### src/rtl/rp_8bit_fetch.sv
// Instruction prefetch unit for a 16-bit word program memory with 16/32-bit instructions.
// Optional skip-next-instruction support is enabled with `define RP_8BIT_FETCH_SKIP_EN.
module rp_8bit_fetch #(
    parameter int unsigned PAW   = 16,
    parameter int unsigned DEPTH = 4
) (
    input  logic           clk,
    input  logic           rst_n,
    output logic           pmem_ce,
    output logic [PAW-1:0] pmem_adr,
    input  logic [15:0]    pmem_rdt,
    output logic           ins_vld,
    input  logic           ins_rdy,
    output logic [31:0]    ins_code,
    output logic           ins_len,
    output logic [PAW-1:0] ins_pc,
    input  logic           jmp_vld,
    input  logic [PAW-1:0] jmp_adr
`ifdef RP_8BIT_FETCH_SKIP_EN
    ,
    input  logic           ins_skp
`endif
);

    localparam int unsigned AW = (DEPTH > 1) ? $clog2(DEPTH) : 1;
    localparam int unsigned CW = AW + 1;

    logic [15:0]    mem_q [DEPTH];
    logic [AW-1:0]  head_q, tail_q;
    logic [CW-1:0]  cnt_q;
    logic           infl_q;
    logic [PAW-1:0] fptr_q, pc_q;

    logic [15:0]    w0, w1;
    logic           is32, avail, present, pop, issue, push;
    logic [CW-1:0]  popn;

    assign w0 = mem_q[head_q];
    assign w1 = mem_q[head_q + AW'(1)];

    // lds/sts and jmp/call carry a second word
    assign is32 = ((w0[15:10] == 6'b100100) && (w0[3:0] == 4'b0000)) ||
                  ((w0[15:9] == 7'b1001010) && (w0[3:2] == 2'b11));

    assign avail = is32 ? (cnt_q >= CW'(2)) : (cnt_q != '0);

`ifdef RP_8BIT_FETCH_SKIP_EN
    logic skp_q;

    assign present = avail && !skp_q;
    assign pop     = (present && ins_rdy) || (avail && skp_q);

    always_ff @(posedge clk or negedge rst_n) begin
        if (!rst_n) begin
            skp_q <= 1'b0;
        end else if (jmp_vld) begin
            skp_q <= 1'b0;
        end else if (present && ins_rdy && ins_skp) begin
            skp_q <= 1'b1;
        end else if (pop) begin
            skp_q <= 1'b0;
        end
    end
`else
    assign present = avail;
    assign pop     = present && ins_rdy;
`endif

    assign popn  = pop ? (is32 ? CW'(2) : CW'(1)) : '0;
    assign push  = infl_q;
    assign issue = !jmp_vld && ((32'(cnt_q) + 32'(infl_q)) < DEPTH);

    // Reset gating keeps the read enable low while held in reset
    assign pmem_ce  = issue && rst_n;
    assign pmem_adr = fptr_q;

    assign ins_vld  = present;
    assign ins_code = present ? (is32 ? {w1, w0} : {16'h0000, w0}) : 32'h0;
    assign ins_len  = present && is32;
    assign ins_pc   = pc_q;

    always_ff @(posedge clk or negedge rst_n) begin
        if (!rst_n) begin
            head_q <= '0;
            tail_q <= '0;
            cnt_q  <= '0;
            infl_q <= 1'b0;
            fptr_q <= '0;
            pc_q   <= '0;
        end else if (jmp_vld) begin
            head_q <= '0;
            tail_q <= '0;
            cnt_q  <= '0;
            infl_q <= 1'b0;
            fptr_q <= jmp_adr;
            pc_q   <= jmp_adr;
        end else begin
            if (push) begin
                tail_q <= tail_q + AW'(1);
            end
            head_q <= head_q + AW'(popn);
            cnt_q  <= cnt_q + CW'(push) - popn;
            infl_q <= issue;
            if (issue) begin
                fptr_q <= fptr_q + PAW'(1);
            end
            pc_q <= pc_q + PAW'(popn);
        end
    end

    // Returning read data lands at the tail unless a redirect cancels it
    always_ff @(posedge clk) begin
        if (push && !jmp_vld) begin
            mem_q[tail_q] <= pmem_rdt;
        end
    end

endmodule

### config.mk
export PLATFORM = sky130hd
export DESIGN_NAME = rp_8bit_fetch
export DESIGN_NICKNAME = d
export VERILOG_FILES = /design/src/rtl/rp_8bit_fetch.sv
export SDC_FILE = /design/constraint.sdc
export NUM_CORES = 1
export LEC_CHECK = 0
export ABC_AREA = 1
export BUFFER_PORTS_ARGS = -buffer_cell sky130_fd_sc_hd__buf_4
export CAP_MARGIN = 20
export CORE_MARGIN = 1.5
export CORE_UTILIZATION = 40
export CTS_BUF_LIST = sky130_fd_sc_hd__clkbuf_8
export DETAILED_ROUTE_END_ITERATION = 7
export GPL_TIMING_DRIVEN = 0
export PLACE_DENSITY = 0.67
export SLEW_MARGIN = 5
export SYNTH_ARGS = -nofsm -noshare
export SYNTH_HDL_FRONTEND = slang
export SYNTH_SLANG_ARGS = --single-unit
### constraint.sdc
create_clock -name clk -period 3.92 [get_ports clk]
set_input_delay 0.588 -clock clk [delete_from_list [all_inputs] [get_ports clk]]
set_output_delay 0.588 -clock clk [all_outputs]
set_load 0.005 [all_outputs]
==> metrics.cfg <==
[run_status]
outcome = finished, final reports clean

[clock_tree]
cts_made_buffers = 9
clk_path_buf_depth = 2
cts_root_buf = clkbuf_8
path_clk_slew_ps = 90
h-tree-depth = 3
cts_tree = built
cts_sinks = 104
cts_hold_buffers = 0
clk_latency_ps = 370

[detailed_routing]
wl_per_cell_um = 16.8
drt_iter0_markers = 406
routed_via_density = 5.33
drt_wl_total_um = 14900
via_count = 4729
ant_nets = 0
dr.pass1.iters = 5
drc = 0

[critical_path]
critPathSlowestCell = dfrtp_1
crit_path_end_kind = flip-flop
crit_end = ins_pc[14]
cpPeakStageDelay_ps = 400
critical_path_class = flip-flop to flip-flop
crit_top_cell = nand2_1
cp.depth = 26
rr_startpoint = head_q[0]
cp_num_buf_inv = 7
rrSetupSlack_ps = 310
startpoint_type = flip-flop
crit_arrival_ps = 3860
r2r_cells = 26
r2r-end = ins_pc[14]
path_max_fanout = 10
crit_required_ps = 4170
startpoint = head_q[0]
cp_top_family = simple AND/OR/NAND/NOR gates

[floorplanning]
rows = 42
die_x_um = 119
dieArea_um2 = 14100
coreArea_um2 = 13100
io_pins = 103
start_util_pct = 40.8
die_h_um = 119

[finish]
final_cells = 888
drive_gt1_share_pct = 23.2
area_delta_synth_final_pct = 24.9
n_antenna_cell = 0
fin_util_pct = 50.9
num-fill-cells = 1233
nNetsFinal = 756

[placed_design]
dp_hpwl_um = 10600
io_buffers = 101
dp.cells = 864
routabilityCongestion = 0.883
dpl_worst_slack_ps = 68.0

[synth]
netlist_area_um2 = 5360
synth_top_cells_by_area = edfxtp_1, dfrtp_1, nand2_1, inv_1, nand3_1
yosysTopAreaCellShare_pct = 35.9
ys.flop_type = edfxtp_1
synth_edf_count = 64
synth-async-reset-ratio_pct = 38.5
ys_warn_count = 0
syn_nets = 632
ys_ff_latch = 104
avgSynthCellArea_um2 = 9.19
seq_area_frac_synth_pct = 54.6
synthDistinctLibCells = 37
synth_cells = 583
yosys.area.top_type = edfxtp_1

[sta]
final-setup-viol-count = 0
hold_violations = 0
fin_crit_ps = 3610
period_share_pct = 92.0
skew_ps = 7.16
clock.fmax_mhz = 277
setup_slack_ps = 313
worst_pin_slew_ps = 720
drv_slew = 0
tns_ps = 0
slew_headroom_pct = 52.0

[run]
cap_violations = 0

[global_route]
antenna_found_initial = 0
grt_max_degree = 42
first_global_vias = 4549
grt-ovfl-total = 0
grt_pass1_wl_um = 23400
use_met1_pct = 29.3
use_met2_pct = 33.8
grt_use_total_pct = 21.5
use_met3_pct = 4.01
grt-busiest-layer = met2

[power_and_ir_drop]
leakage_uw = 0.00298
p_per_area_nw_per_um2 = 544
peakVddDrop_mv = 0.268
p_total_uw = 3640

[worst_hold_path]
hp-class = primary input to async pin

where the power goes:
part	leakage, uW	internal, uW	switching (uW)
combinational	0.00181	680	947
clock	0.0000982	256	350
sequential	0.00107	1290	120
registers in the layout, indices dropped and copies added (netlist names):
name	count
cnt_q	3
mem_q	64
ins_pc	16
tail_q	2
head_q	2
infl_q	1
pmem_adr	16
layout by cell type (no fill, tap or decap), types with 10 or more instances in the layout:
master    netlist  final
nand2_1       157    154
buf_4           1    110
edfxtp_1       64     64
inv_1          55     55
nor2_1         49     41
dfrtp_1        40     40
nand3_1        38     37
a21oi_1        25     25
o21ai_0        22     21
a22oi_1        16     16
o22ai_1        14     14
a22o_1         12     12
nor3_1         11     11
ha_1           11     11
clkbuf_8        0     11
clkbuf_1       10     10
cell type report:
cell class	instances	area, um^2	area share, %
Tap cell	176	220	3.29
Multi-Input combinational cell	398	2120	31.7
Inverter	59	229	3.42
Sequential cell	104	2920	43.7
Timing Repair Buffer	113	878	13.1
Clock inverter	5	18.8	0.280
Buffer	22	149	2.23
Clock buffer	11	151	2.26
how the worst min path moves through the flow:
stage                     end  cells past startpoint
floorplan            cnt_q[0]                      0
global placement    tail_q[1]                      2
detailed placement  tail_q[1]                      2
CTS                 head_q[0]                      1
global route        head_q[0]                      1
finish              head_q[0]                      1
stage by stage:
stage	hold WS (ps)	area [um^2]
6_report	189	6690
5_1_grt	228	6690
4_1_cts	193	6580
3_5_place_dp	547	6410
3_3_place_gp	515	6340
2_1_floorplan	292	5360
per-layer routing:
metal  up-vias  routed length [um]
met5         -                   0
met4         0                 250
li1       2238                   -
met1      2295                6520
met3        24                 909
met2       172                7200
Yosys cell counts, drive strengths merged (8+ instances only):
master	number
nand2	159
edfxtp	64
inv	59
nor2	50
dfrtp	40
nand3	38
a21oi	29
o21ai	25
a22oi	16
o22ai	14
a22o	12
buf	12
nor3	12
ha	11
clkbuf	10
xor2	8
timing repair:
item                                    in CTS  in global routing
endpoints found under the setup margin       0                  4
setup buffers                                0                  8
gates resized for setup                      0                 20
cells by family after synthesis:
family	after synthesis	share of synthesized area (%)
buffers and inverters	81	6.77
adder cells (fa/ha/maj)	13	3.32
AND/OR/NAND/NOR	263	20.1
flip-flops	104	54.6
AO/OA/AOI/OAI	110	13.3
XOR/XNOR	12	1.96
Note: power is estimated with default switching activity, not from simulation.
